File: src/rtl/y86_pkg.sv
`default_nettype none
// ============================================================================
// Module      : y86_pkg
// Description : Shared Y86-64 fetch constants: instruction codes, status
//               codes, the "no register" specifier and the fetch FSM states.
// Revision    : 1.0 - initial release
// ============================================================================
package y86_pkg;

  // Instruction codes (byte0[7:4])
  localparam logic [3:0] ICODE_HALT   = 4'h0;
  localparam logic [3:0] ICODE_NOP    = 4'h1;
  localparam logic [3:0] ICODE_RRMOVQ = 4'h2;
  localparam logic [3:0] ICODE_IRMOVQ = 4'h3;
  localparam logic [3:0] ICODE_RMMOVQ = 4'h4;
  localparam logic [3:0] ICODE_MRMOVQ = 4'h5;
  localparam logic [3:0] ICODE_OPQ    = 4'h6;
  localparam logic [3:0] ICODE_JXX    = 4'h7;
  localparam logic [3:0] ICODE_CALL   = 4'h8;
  localparam logic [3:0] ICODE_RET    = 4'h9;
  localparam logic [3:0] ICODE_PUSHQ  = 4'hA;
  localparam logic [3:0] ICODE_POPQ   = 4'hB;

  // Status codes
  localparam logic [2:0] STAT_AOK = 3'd1;
  localparam logic [2:0] STAT_HLT = 3'd2;
  localparam logic [2:0] STAT_ADR = 3'd3;
  localparam logic [2:0] STAT_INS = 3'd4;

  // Register specifier meaning "no register"
  localparam logic [3:0] RNONE = 4'hF;

  // Fetch FSM states
  typedef enum logic [2:0] {
    S_IDLE  = 3'd0,
    S_BYTE0 = 3'd1,
    S_REGS  = 3'd2,
    S_CONST = 3'd3,
    S_DONE  = 3'd4
  } fetch_state_t;

endpackage
`default_nettype wire

File: src/rtl/fetch_len_dec.sv
`default_nettype none
// ============================================================================
// Module      : fetch_len_dec
// Description : Combinational instruction-length decoder. Maps an icode to
//               its byte length and whether a register byte and/or an 8-byte
//               constant follow. Unknown icodes report length 1, invalid.
// Revision    : 1.0 - initial release
// ============================================================================
module fetch_len_dec
  import y86_pkg::*;
(
  input  logic [3:0] i_icode,
  output logic [3:0] o_len,
  output logic       o_need_regs,
  output logic       o_need_valc,
  output logic       o_instr_valid
);

  // Length/format lookup; the default covers the 1-byte formats
  always_comb begin
    o_len         = 4'd1;
    o_need_regs   = 1'b0;
    o_need_valc   = 1'b0;
    o_instr_valid = 1'b1;
    case (i_icode)
      ICODE_HALT, ICODE_NOP, ICODE_RET: begin
        o_len = 4'd1;
      end
      ICODE_RRMOVQ, ICODE_OPQ, ICODE_PUSHQ, ICODE_POPQ: begin
        o_len       = 4'd2;
        o_need_regs = 1'b1;
      end
      ICODE_JXX, ICODE_CALL: begin
        o_len       = 4'd9;
        o_need_valc = 1'b1;
      end
      ICODE_IRMOVQ, ICODE_RMMOVQ, ICODE_MRMOVQ: begin
        o_len       = 4'd10;
        o_need_regs = 1'b1;
        o_need_valc = 1'b1;
      end
      default: begin
        o_instr_valid = 1'b0;
      end
    endcase
  end

endmodule
`default_nettype wire

File: src/rtl/fetch_stage.sv
`default_nettype none
// ============================================================================
// Module      : fetch_stage
// Description : Y86-64 sequential fetch unit. Reads an instruction one byte
//               at a time over a req/ack memory port, assembles the decoded
//               fields and presents them on a valid/ready output port.
// Revision    : 1.0 - initial release
// ============================================================================
module fetch_stage
  import y86_pkg::*;
#(
  parameter int ADDR_W    = 64,
  parameter int IMEM_SIZE = 4096
) (
  input  logic              clk,
  input  logic              rst,
  input  logic              start,
  input  logic [ADDR_W-1:0] pc,
  output logic              busy,
  output logic              mem_req,
  output logic [ADDR_W-1:0] mem_addr,
  input  logic              mem_ack,
  input  logic [7:0]        mem_rdata,
  input  logic              mem_err,
  output logic              out_valid,
  input  logic              out_ready,
  output logic [3:0]        icode,
  output logic [3:0]        ifun,
  output logic [3:0]        rA,
  output logic [3:0]        rB,
  output logic [63:0]       valC,
  output logic [ADDR_W-1:0] valP,
  output logic [2:0]        stat
);

  fetch_state_t      r_state;
  fetch_state_t      w_state_nxt;

  logic [ADDR_W-1:0] r_addr;
  logic [ADDR_W-1:0] r_base;
  logic [ADDR_W-1:0] r_valp;
  logic [3:0]        r_cnt;
  logic [3:0]        r_icode;
  logic [3:0]        r_ifun;
  logic [3:0]        r_ra;
  logic [3:0]        r_rb;
  logic [63:0]       r_valc;
  logic [2:0]        r_stat;

  logic              w_req_state;
  logic              w_in_range;
  logic              w_take;
  logic              w_fault;
  logic              w_last;
  logic [3:0]        w_dec_icode;
  logic [3:0]        w_len;
  logic              w_need_regs;
  logic              w_need_valc;
  logic              w_instr_valid;
  logic [2:0]        w_kidx;

  assign w_req_state = (r_state == S_BYTE0) || (r_state == S_REGS) || (r_state == S_CONST);
  assign w_in_range  = (r_addr < ADDR_W'(IMEM_SIZE));
  // A good byte arrives this cycle
  assign w_take      = w_req_state & w_in_range & mem_ack & ~mem_err;
  // Either the address is illegal (no request is made) or the access faulted
  assign w_fault     = w_req_state & (~w_in_range | (mem_ack & mem_err));
  // While byte0 is arriving, decode it straight off the bus so length is known
  assign w_dec_icode = (r_state == S_BYTE0) ? mem_rdata[7:4] : r_icode;
  assign w_last      = (r_cnt == (w_len - 4'd1));
  // Constant byte index = bytes consumed minus the opcode (and register) byte
  assign w_kidx      = 3'(r_cnt - (w_need_regs ? 4'd2 : 4'd1));

  fetch_len_dec u_len_dec (
    .i_icode       (w_dec_icode),
    .o_len         (w_len),
    .o_need_regs   (w_need_regs),
    .o_need_valc   (w_need_valc),
    .o_instr_valid (w_instr_valid)
  );

  // FSM state register
  always_ff @(posedge clk) begin
    if (rst) r_state <= S_IDLE;
    else     r_state <= w_state_nxt;
  end

  // Next-state selection and handshake outputs
  always_comb begin
    w_state_nxt = r_state;
    busy        = (r_state != S_IDLE);
    mem_req     = w_req_state & w_in_range;
    out_valid   = (r_state == S_DONE);
    case (r_state)
      S_IDLE: begin
        if (start) w_state_nxt = S_BYTE0;
      end
      S_BYTE0: begin
        if (w_fault) begin
          w_state_nxt = S_DONE;
        end else if (w_take) begin
          if (!w_instr_valid || (w_len == 4'd1)) w_state_nxt = S_DONE;
          else if (w_need_regs)                  w_state_nxt = S_REGS;
          else                                   w_state_nxt = S_CONST;
        end
      end
      S_REGS: begin
        if (w_fault)     w_state_nxt = S_DONE;
        else if (w_take) w_state_nxt = w_need_valc ? S_CONST : S_DONE;
      end
      S_CONST: begin
        if (w_fault)               w_state_nxt = S_DONE;
        else if (w_take && w_last) w_state_nxt = S_DONE;
      end
      S_DONE: begin
        if (out_ready) w_state_nxt = S_IDLE;
      end
      default: w_state_nxt = S_IDLE;
    endcase
  end

  // Address/base registers, byte counter and field assembly
  always_ff @(posedge clk) begin
    if (rst) begin
      r_addr  <= '0;
      r_base  <= '0;
      r_valp  <= '0;
      r_cnt   <= 4'd0;
      r_icode <= 4'h0;
      r_ifun  <= 4'h0;
      r_ra    <= RNONE;
      r_rb    <= RNONE;
      r_valc  <= 64'd0;
      r_stat  <= STAT_AOK;
    end else if (r_state == S_IDLE) begin
      if (start) begin
        // Fresh defaults; valP assumes the default (halt, 1-byte) length
        // so a fault on byte0 still reports base + 1.
        r_addr  <= pc;
        r_base  <= pc;
        r_valp  <= pc + ADDR_W'(1);
        r_cnt   <= 4'd0;
        r_icode <= 4'h0;
        r_ifun  <= 4'h0;
        r_ra    <= RNONE;
        r_rb    <= RNONE;
        r_valc  <= 64'd0;
        r_stat  <= STAT_AOK;
      end
    end else if (w_fault) begin
      r_stat <= STAT_ADR;
    end else if (w_take) begin
      r_addr <= r_addr + ADDR_W'(1);
      r_cnt  <= r_cnt + 4'd1;
      case (r_state)
        S_BYTE0: begin
          r_icode <= mem_rdata[7:4];
          r_ifun  <= mem_rdata[3:0];
          r_valp  <= r_base + ADDR_W'(w_len);
          if (!w_instr_valid)                 r_stat <= STAT_INS;
          else if (mem_rdata[7:4] == ICODE_HALT) r_stat <= STAT_HLT;
        end
        S_REGS: begin
          r_ra <= mem_rdata[7:4];
          r_rb <= mem_rdata[3:0];
        end
        S_CONST: begin
          r_valc[{w_kidx, 3'b000} +: 8] <= mem_rdata;
        end
        default: ;
      endcase
    end
  end

  assign mem_addr = r_addr;
  assign icode    = r_icode;
  assign ifun     = r_ifun;
  assign rA       = r_ra;
  assign rB       = r_rb;
  assign valC     = r_valc;
  assign valP     = r_valp;
  assign stat     = r_stat;

endmodule
`default_nettype wire

File: config.mk
export PLATFORM = sky130hd
export DESIGN_NAME = fetch_stage
export DESIGN_NICKNAME = d
export VERILOG_FILES = /design/src/rtl/y86_pkg.sv /design/src/rtl/fetch_len_dec.sv /design/src/rtl/fetch_stage.sv
export SDC_FILE = /design/constraint.sdc
export NUM_CORES = 1
export LEC_CHECK = 0
export ABC_AREA = 1
export BUFFER_PORTS_ARGS = -buffer_cell sky130_fd_sc_hd__buf_2
export CAP_MARGIN = 10
export CORE_ASPECT_RATIO = 0.8
export CORE_MARGIN = 2
export CORE_UTILIZATION = 56
export DETAILED_ROUTE_END_ITERATION = 8
export GPL_TIMING_DRIVEN = 1
export PLACE_DENSITY = 0.84
export SYNTH_ARGS = -nofsm -noshare
export SYNTH_HDL_FRONTEND = slang
export SYNTH_SLANG_ARGS = --single-unit
File: constraint.sdc
create_clock -name clk -period 5.37 [get_ports clk]
set_input_delay 1.074 -clock clk [delete_from_list [all_inputs] [get_ports clk]]
set_output_delay 1.074 -clock clk [all_outputs]
set_load 0.01 [all_outputs]
# Word-level counts from Yosys, hierarchy flattened
# Cells that the tools add are included.
# Widths: inputs -> output; s select.
# totals
input_bits	78
out_inout_bits	214
wordCells	140
reg_bits	282
# op_classes
shifts	2
bitwise	8
n_addsub	7
mux	59
n_reduce_logical	28
n_eq_ne	24
magnitude_cmp	1
# op_table
op	count
$mux 64	14
$add 64x1->64 const B	2
$mux 4	21
$add 64x4->64	1
$bwmux 64	1
$lt 64x13->1 const B	1
$shift 8x8->64 const A	1
$shiftx 8x8->64	1
$mux 3	16
$eq 4x3->1 const B	4
$eq 4x4->1 const B	4
$reduce_and 4->1	4
$pmux 3 s5	1
$pmux 4 s3	1
$reduce_or 12->1	1
$reduce_bool 3->1	3
$eq 4x1->1 const B	2
$eq 4x2->1 const B	2
$logic_not 4->1	2
$neg 6->8	1
$reduce_bool 2->1	4
$reduce_or 7->1	1
$eq 3x2->1 const B	2
$ne 3x3->1 const B	2
other kinds (26)	37

# Longest topological paths before layout
# Gate-level depths: netlist (run 1).
# logic_depth
depth_word	14
depth_mapped	25
mapped_depth_nobuf	24

# Modules after synthesis
# A second synthesis (run 1) with hierarchy kept.
# hier_totals
hier_cells	2512
area_unflattened_um2	15872.7
# modules_own_cells
module	seq_area_each_um2	area_each_um2	instances	cells_per_inst
fetch_stage	5645.4	15786.4	1	2493
fetch_len_dec	0.0	86.3	1	19

# Least setup slack after synthesis (run 1)
# No wires, ideal clock.
# synth_timing
kind	input to register
start	input port mem_rdata[6]
end	register r_valc[48], in the netlist valC[48]
setup_ns	0.070
stages	20
setup_slack_ns	1.149
arrival_time_ns	4.151
required_time_ns	5.300
n_path_buf	1
cell_sequence	clkbuf_1 -> nand4_1 -> nand2_1 -> a21oi_1 -> nand2_1 -> nand2_1 -> inv_1 -> ha_1 -> inv_1 -> fa_1 -> inv_1 -> ha_1 -> inv_1 -> nor3_1 -> inv_1 -> nor3_1 -> inv_1 -> nor2_1 -> nand2_1 -> a21oi_1
# synth_between
elab_chain_cells	13
elab_cells_between_ends	20
classes_between	add/sub (2); eq/ne (7); shift (2); mux (8); reduce/logical (1)
# synth_lines
element	line_no	source
start: declaration	fetch_stage.sv:23	input logic [7:0] mem_rdata,
$mux 4	n/a	
$eq 4x2->1, or another cell as far along	fetch_len_dec.sv:25	case (i_icode)
$reduce_or 7->1 (no source line)	n/a	
$mux 1	fetch_len_dec.sv:25	
$mux 2	fetch_stage.sv:72	assign w_kidx = 3'(r_cnt - (w_need_regs ? 4'd2 : 4'd1));
$sub 3x2->3	fetch_stage.sv:72	
$neg 6->8	fetch_stage.sv:168	r_valc[{w_kidx, 3'b000} +: 8] <= mem_rdata;
$shiftx 8x8->64 / $shift 8x8->64 (equally long branches)	fetch_stage.sv:168	
$bwmux 64 *	fetch_stage.sv:168	
$mux 64 *	fetch_stage.sv:155	case (r_state)
$mux 64 *	fetch_stage.sv:152	end else if (w_take) begin
$mux 64 *	fetch_stage.sv:150	end else if (w_fault) begin
$mux 64 *	fetch_stage.sv:135	end else if (r_state == S_IDLE) begin
end signal: indexed assignment	fetch_stage.sv:168	
end: declaration	fetch_stage.sv:47	logic [63:0] r_valc;
# Every way passes the cells marked *; elsewhere a longest branch is shown, timed or not. The select of a mux whose other input is x is not followed.
# A chain may end at the register's enable or synchronous reset.

# Worst setup path in the final report (run 1)
# layout_timing
start	register r_state[0]
end	register r_valc[51], in the netlist valC[51]
# layout_between
elab_chain_cells	14
elab_cells_between_ends	35
classes_between	add/sub (2); eq/ne (12); shift (2); mux (8); bitwise (4); reduce/logical (7)
# layout_lines
element	line_no	source
start: declaration	fetch_stage.sv:36	fetch_state_t r_state;
start signal: assignment	fetch_stage.sv:85	else r_state <= w_state_nxt;
$eq 3x1->1	fetch_stage.sv:62, fetch_stage.sv:69	
$mux 4	n/a	
$eq 4x2->1, or another cell as far along	fetch_len_dec.sv:25	
$reduce_or 7->1 (no source line)	n/a	
$mux 1	fetch_len_dec.sv:25	
$mux 2	fetch_stage.sv:72	
$sub 3x2->3	fetch_stage.sv:72	
$neg 6->8	fetch_stage.sv:168	
$shiftx 8x8->64 / $shift 8x8->64 (equally long branches)	fetch_stage.sv:168	
$bwmux 64	fetch_stage.sv:168	
$mux 64	fetch_stage.sv:155	
$mux 64	fetch_stage.sv:152	
$mux 64	fetch_stage.sv:150	
$mux 64	fetch_stage.sv:135	
# Several ways; a longest one is shown, not always the timed one. The select of a mux whose other input is x is not followed.

==> flow_metrics.py, run 1 <==
metrics = {
    "logic_synthesis": {
        "ys_types": 48,
        "syn_area_per_cell_um2": 6.59,
        "ys_top_cells_by_count": "nand2_1, dfxtp_1, a21oi_1, nor2_1, inv_1",
        "yosys.area.top_type": "dfxtp_1",
        "synth-seq-cells": 282,
        "seq_area_frac_synth": 0.365,
        "netlist_area_mm2": 0.0154,
        "synth_top_area_frac": 0.365,
        "yosysMostFrequentCell": "nand2_1",
        "synth.area.top_cells": "dfxtp_1, nand2_1, a21oi_1",
        "yosysWarnings": 0,
        "synth-edff-count": 0,
        "netlist_instances": 2346,
        "synthesis.nets": 2436,
        "async_flop_share": 0,
        "synth_flop_cell": "dfxtp_1",
    },
    "clocking": {
        "clk-insertion-delay-late_ps": 570,
        "cts_setup_buffers": 0,
        "clkSinkCount": 282,
        "cts-buffers-inserted": 28,
        "root_buffer": "clkbuf_16",
        "clockBufferDepth": 3,
        "clk_pin_slew_ps": 70,
        "cts_tree": "yes",
        "htreeDepth": 1,
        "cts_resized": 0,
        "hold_buffers": 0,
    },
    "critical_path": {
        "startpoint_type": "register",
        "r2r-start": "r_state[0]",
        "path_max_fanout": 14,
        "crit_required_ps": 5850,
        "cp.arrival_ps": 5190,
        "crit_start": "r_state[0]",
        "reg2reg_slack_ps": 670,
        "crit_type": "register to register",
        "cp-end-kind": "register",
    },
    "pwr": {
        "pwr-share-comb": 0.434,
        "cellInternalPower_mw": 4.95,
        "p_leak_nw": 7.61,
        "switching_share": 0.463,
        "power_mw": 9.22,
        "p_clk_frac": 0.239,
        "irDropWorstVdd_mv": 1.05,
        "power.density_mw_per_mm2": 510,
        "seqPwrFrac": 0.326,
        "switching_power_mw": 4.27,
    },
    "sta": {
        "period_share": 0.876,
        "fmax_mhz": 213,
        "setup_viol": 0,
        "worst_slack_ps": 668,
        "tns_ps": 0,
        "clock_skew_ps": 9.98,
        "max-slew-margin-rel": 0.149,
        "drv_slew": 0,
        "rsz0062_at_grt": "no",
        "hold_viol": 0,
        "tightest_slew_ps": 1280,
        "fin_crit_ps": 4700,
    },
    "outcome": {
        "status": "finished clean",
    },
    "final_layout": {
        "antenna_cells": 0,
        "multi_input_area_mm2": 0.00866,
        "seq_area_mm2": 0.00565,
        "syn2layout_area_growth_pct": 17.0,
        "final_util": 0.664,
        "fillers": 2437,
        "layout.cells.non_filler": 2968,
        "final_layout_size_suffix_gt1_frac": 0.155,
        "final_nets": 2673,
    },
    "global_route": {
        "antenna_found_initial": 0,
        "overflow": 0,
        "grt_pass1_wl_mm": 98.8,
        "grt_max_degree": 101,
        "grt.total_usage": 0.444,
        "grt_pass1_vias": 16191,
    },
    "floorplan": {
        "fp.dieH_um": 153,
        "io_pins": 292,
        "die_w_um": 190,
        "fp-row-count": 54,
        "die-area_mm2": 0.0289,
        "fp.coreArea_mm2": 0.0272,
        "initial_core_util": 0.567,
    },
    "routing": {
        "dr_total_vias": 18372,
        "vias_per_cell": 6.19,
        "drtIter0Drc": 2530,
        "route.detailed.drc": 0,
        "wire_per_inst_um": 22.5,
        "antenna_left": 0,
        "dr.pass1.iters": 6,
        "wirelength_mm": 66.7,
    },
    "placed_design": {
        "place_congestion": 1.05,
        "placed_cells": 2917,
        "dp_hpwl_mm": 50.6,
        "port-buffer-count": 291,
        "pre_cts_ws_ps": 602,
    },
    "run": {
        "max_cap_viol_count": 0,
    },
    "hold_path": {
        "hold_path.class": "register to register",
        "hold_start": "stat[0]",
    },
}
[placed cells by master, fill, tap and decap left out, drive strengths merged, types with 2 or more instances in the layout]
cell type,netlist,routed
inv,185,188
a31oi,9,9
o211a,8,8
nor2,269,269
xnor2,24,24
o211ai,9,9
nor4,7,7
a21oi,275,275
clkinvlp,0,4
ha,10,10
a22oi,5,5
clkinv,0,5
clkbuf,73,34
o21ai,128,128
bufinv,0,5
xor2,70,70
dfxtp,282,282
nand4,95,95
o22ai,2,2
a211oi,5,5
nor3,83,83
o21bai,3,3
and3,3,3
nand3,121,121
buf,29,309
nand2,630,630
or2,6,6
nand3b,8,8
fa,2,2
[path summary, 6_finish.rpt]
check / endpoint / cells past startpoint
max reg2reg: valC[51] / 21
min: stat[0] / 2
max: valC[51] / 21
min reg2reg: stat[0] / 2
[cells by family (layout without fill, tap and decap cells)]
family | Yosys count | after routing | synth area share
AO/OA/AOI/OAI | 446 | 446 | 0.154
XOR/XNOR | 94 | 94 | 0.0533
adder cells (fa/ha/maj) | 12 | 12 | 0.0107
buffers and inverters | 287 | 545 | 0.0747
flip-flops | 282 | 282 | 0.365
AND/OR/NAND/NOR | 1225 | 1225 | 0.342
[power by group through the flow]
stage / combinational [mW] / clock, mW / sequential, mW
3_5_place_dp: 3.84 / 0 / 3.02
2_1_floorplan: 2.45 / 0 / 3.05
5_1_grt: 4.31 / 2.28 / 3.04
4_1_cts: 3.88 / 2.21 / 2.98
6_report: 4.00 / 2.21 / 3.01
3_3_place_gp: 3.76 / 0 / 3.00
[layer usage]
metal | routed length (µm) | share of wire | global-route usage
met3 | 9400 | 0.14 | 0.119
met2 | 26500 | 0.40 | 0.627
met4 | 2840 | 0.043 | 0.155
met5 | 0 | 0 | 0
met1 | 28000 | 0.42 | 0.647
[registers in the layout, indices dropped and copies added (netlist names)]
| signal | count |
|---|---|
| ifun | 4 |
| valP | 64 |
| icode | 4 |
| mem_addr | 64 |
| valC | 64 |
| r_cnt | 4 |
| r_base | 64 |
| rA | 4 |
| r_state | 3 |
| stat | 3 |
| rB | 4 |
[area by class of cell]
cell class / instances / share of cell area
repair buffers: 309 / 0.0884
clock buffers: 34 / 0.0434
inverters: 185 / 0.0385
flip-flops and latches: 282 / 0.312
clock inverters: 17 / 0.0132
multi-input cells: 1777 / 0.479
well taps: 364 / 0.0252
[per-stage QoR]
step	cell area (µm²)	hold slack (ps)
final	18100	456
after global routing	18100	475
after CTS	18100	457
after detailed placement	17100	442
after global placement	17100	435
after floorplan	15400	450
[critical path, stage by stage, from the launching register on]
cell and delay, ps:
dfxtp_1 640, nand3_2 350, nand2_1 140, nand2_1 110, nand2_1 100, nand2_1 50
nand2_1 160, nand2_1 140, inv_1 200, ha_1 180, inv_1 50, fa_1 500
inv_1 70, ha_1 340, inv_1 100, nor3_1 170, inv_1 80, nor3_1 630
inv_1 120, nor2_1 240, nand2_1 90, a21oi_1 150
Note: power is estimated with default switching activity, not from simulation.
==> run 2: changes to the inputs <==
--- a/config.mk
+++ b/config.mk
@@ -8,12 +8,15 @@
 export ABC_AREA = 1
 export BUFFER_PORTS_ARGS = -buffer_cell sky130_fd_sc_hd__buf_2
 export CAP_MARGIN = 10
+export CELL_PAD_IN_SITES_DETAIL_PLACEMENT = 0
+export CELL_PAD_IN_SITES_GLOBAL_PLACEMENT = 1
 export CORE_ASPECT_RATIO = 0.8
 export CORE_MARGIN = 2
-export CORE_UTILIZATION = 56
+export CORE_UTILIZATION = 39
 export DETAILED_ROUTE_END_ITERATION = 8
 export GPL_TIMING_DRIVEN = 1
 export PLACE_DENSITY = 0.84
+export REMOVE_ABC_BUFFERS = 1
 export SYNTH_ARGS = -nofsm -noshare
 export SYNTH_HDL_FRONTEND = slang
 export SYNTH_SLANG_ARGS = --single-unit
==> run 2 against run 1 <==
Net effect: design area up 1.2%; sequential share of layout area down 0.37 points; flip-flop and latch count unchanged; critical path type unchanged; critical endpoint is now valC[48].
==> flow_metrics.py, run 2 (same netlist as run 1, synthesis figures left out) <==
metrics = {
    "outcome": {
        "status": "finished clean",
    },
    "sta": {
        "setup_viol": 0,
        "clock_skew_ps": 17.4,
        "max-slew-margin-rel": 0.246,
        "tns_ps": 0,
        "fmax_mhz": 213,
        "hold_viol": 0,
        "drv_slew": 0,
        "period_share": 0.874,
        "fin_crit_ps": 4690,
        "hold_slack_ps": 456,
        "rsz0062_at_grt": "no",
        "worst_slack_ps": 676,
        "tightest_slew_ps": 1120,
    },
    "clocking": {
        "cts_setup_buffers": 0,
        "cts-buffers-inserted": 30,
        "clk-insertion-delay-late_ps": 580,
        "root_buffer": "clkbuf_16",
        "clkSinkCount": 282,
        "htreeDepth": 1,
        "clockBufferDepth": 3,
        "cts_tree": "yes",
        "clk_pin_slew_ps": 60,
        "cts_resized": 0,
        "hold_buffers": 0,
    },
    "critical_path": {
        "crit_required_ps": 5860,
        "cp-end-kind": "register",
        "cp.arrival_ps": 5190,
        "path_max_fanout": 18,
        "crit_type": "register to register",
        "startpoint_type": "register",
        "worstReg2RegEnd": "valC[48]",
        "reg2reg_slack_ps": 680,
        "r2r-start": "r_state[1]",
        "reg2regPathDepth": 20,
    },
    "final_layout": {
        "layout.cells.non_filler": 3148,
        "syn2layout_area_growth_pct": 18.4,
        "multi_input_area_mm2": 0.00866,
        "seq_area_mm2": 0.00565,
        "final_layout_size_suffix_gt1_frac": 0.154,
        "final_cell_mix": "nand2_1, buf_2, dfxtp_1, a21oi_1, nor2_1",
        "final_nets": 2682,
        "final_common_cell": "nand2_1",
        "fillers": 4076,
    },
    "hold_path": {
        "hold_start": "valC[5]",
        "hold_end": "valC[5]",
        "hold_path.class": "register to register",
        "hold_path_depth": 2,
    },
    "placed_design": {
        "place_congestion": 1.05,
        "dp_hpwl_mm": 51.9,
        "placed_cells": 3096,
        "port-buffer-count": 291,
        "pre_cts_ws_ps": 474,
    },
    "routing": {
        "wire_per_inst_um": 21.3,
        "dr.pass1.iters": 8,
        "drtIter0Drc": 1950,
        "vias_per_cell": 5.51,
        "dr_total_vias": 17354,
        "wirelength_mm": 66.9,
        "route.detailed.drc": 0,
        "antenna_left": 0,
    },
    "floorplan": {
        "fp.coreArea_mm2": 0.0393,
        "die_w_um": 227,
        "fp-row-count": 65,
        "fp.dieH_um": 182,
        "io_pins": 292,
        "die-area_mm2": 0.0412,
        "initial_core_util": 0.393,
    },
    "global_route": {
        "overflow": 0,
        "grt_max_degree": 97,
        "grt.total_usage": 0.317,
        "grt_pass1_vias": 15825,
        "grt_pass1_wl_mm": 98.8,
        "antenna_found_initial": 3,
    },
    "pwr": {
        "power.density_mw_per_mm2": 493,
        "p_leak_nw": 7.63,
        "irDropWorstVdd_mv": 0.383,
    },
    "run": {
        "max_cap_viol_count": 0,
    },
}
[run 2: changes by cell type in the layout (fill, tap and decap cells not counted), sizes merged]
cell | previous run | this run
buf | 309 | 316
bufinv | 5 | 1
clkbuf | 34 | 45
clkinv | 5 | 4
clkinvlp | 4 | 1
diode | 0 | 2
inv | 188 | 184
[run 2: worst max path at each step]
stage	start	endpoint	cells past startpoint
6_report	r_state[1]	valC[48]	20
5_1_grt	r_state[1]	valC[49]	20
4_1_cts	r_state[1]	valC[49]	20
3_5_place_dp	mem_rdata[5]	valC[50]	20
3_3_place_gp	mem_rdata[5]	valC[50]	20
2_1_floorplan	r_state[0]	valP[63]	10
[run 2: critical path: stages (launching register included)]
cell and delay [ps]:
dfxtp_1 360, inv_2 290, nand3_2 320, o21ai_1 320, nand2_1 80, nand2_1 140, nand2_1 150, inv_1 200
ha_1 190, inv_1 50, fa_1 490, inv_1 70, ha_1 340, inv_1 100, nor3_1 210, inv_1 90
nor3_1 620, inv_1 90, nor2_1 270, nand2_1 90, a21oi_1 150
[run 2: final cells by class]
type | instances | area share
multi-input cells | 1777 | 0.473
diodes | 2 | 0.000274
clock inverters | 5 | 0.00308
inverters | 185 | 0.0380
repair buffers | 316 | 0.0909
well taps | 536 | 0.0367
flip-flops and latches | 282 | 0.309
clock buffers | 45 | 0.0491
[run 2: power breakdown]
part | internal [mW] | switching [mW] | leakage [nW]
logic | 1.12 | 2.83 | 4.86
registers | 2.56 | 0.430 | 2.30
clock network | 1.19 | 0.884 | 0.467
[run 2: per-stage QoR]
step           power (mW)   util  instance area [µm²]
2_1_floorplan        5.27      -                15000
3_3_place_gp         6.86  0.441                17300
3_5_place_dp         6.90  0.441                17300
4_1_cts              8.98  0.466                18300
5_1_grt              9.57  0.466                18300
6_report             9.02  0.466                18300
[run 2: per-layer routing]
metal / part of all wire / GRT usage / up-vias
met2: 0.41 / 0.456 / 782
li1: - / - / 8279
met3: 0.093 / 0.0739 / 91
met1: 0.47 / 0.471 / 8200
met5: 0.00018 / 0 / -
met4: 0.025 / 0.0789 / 2
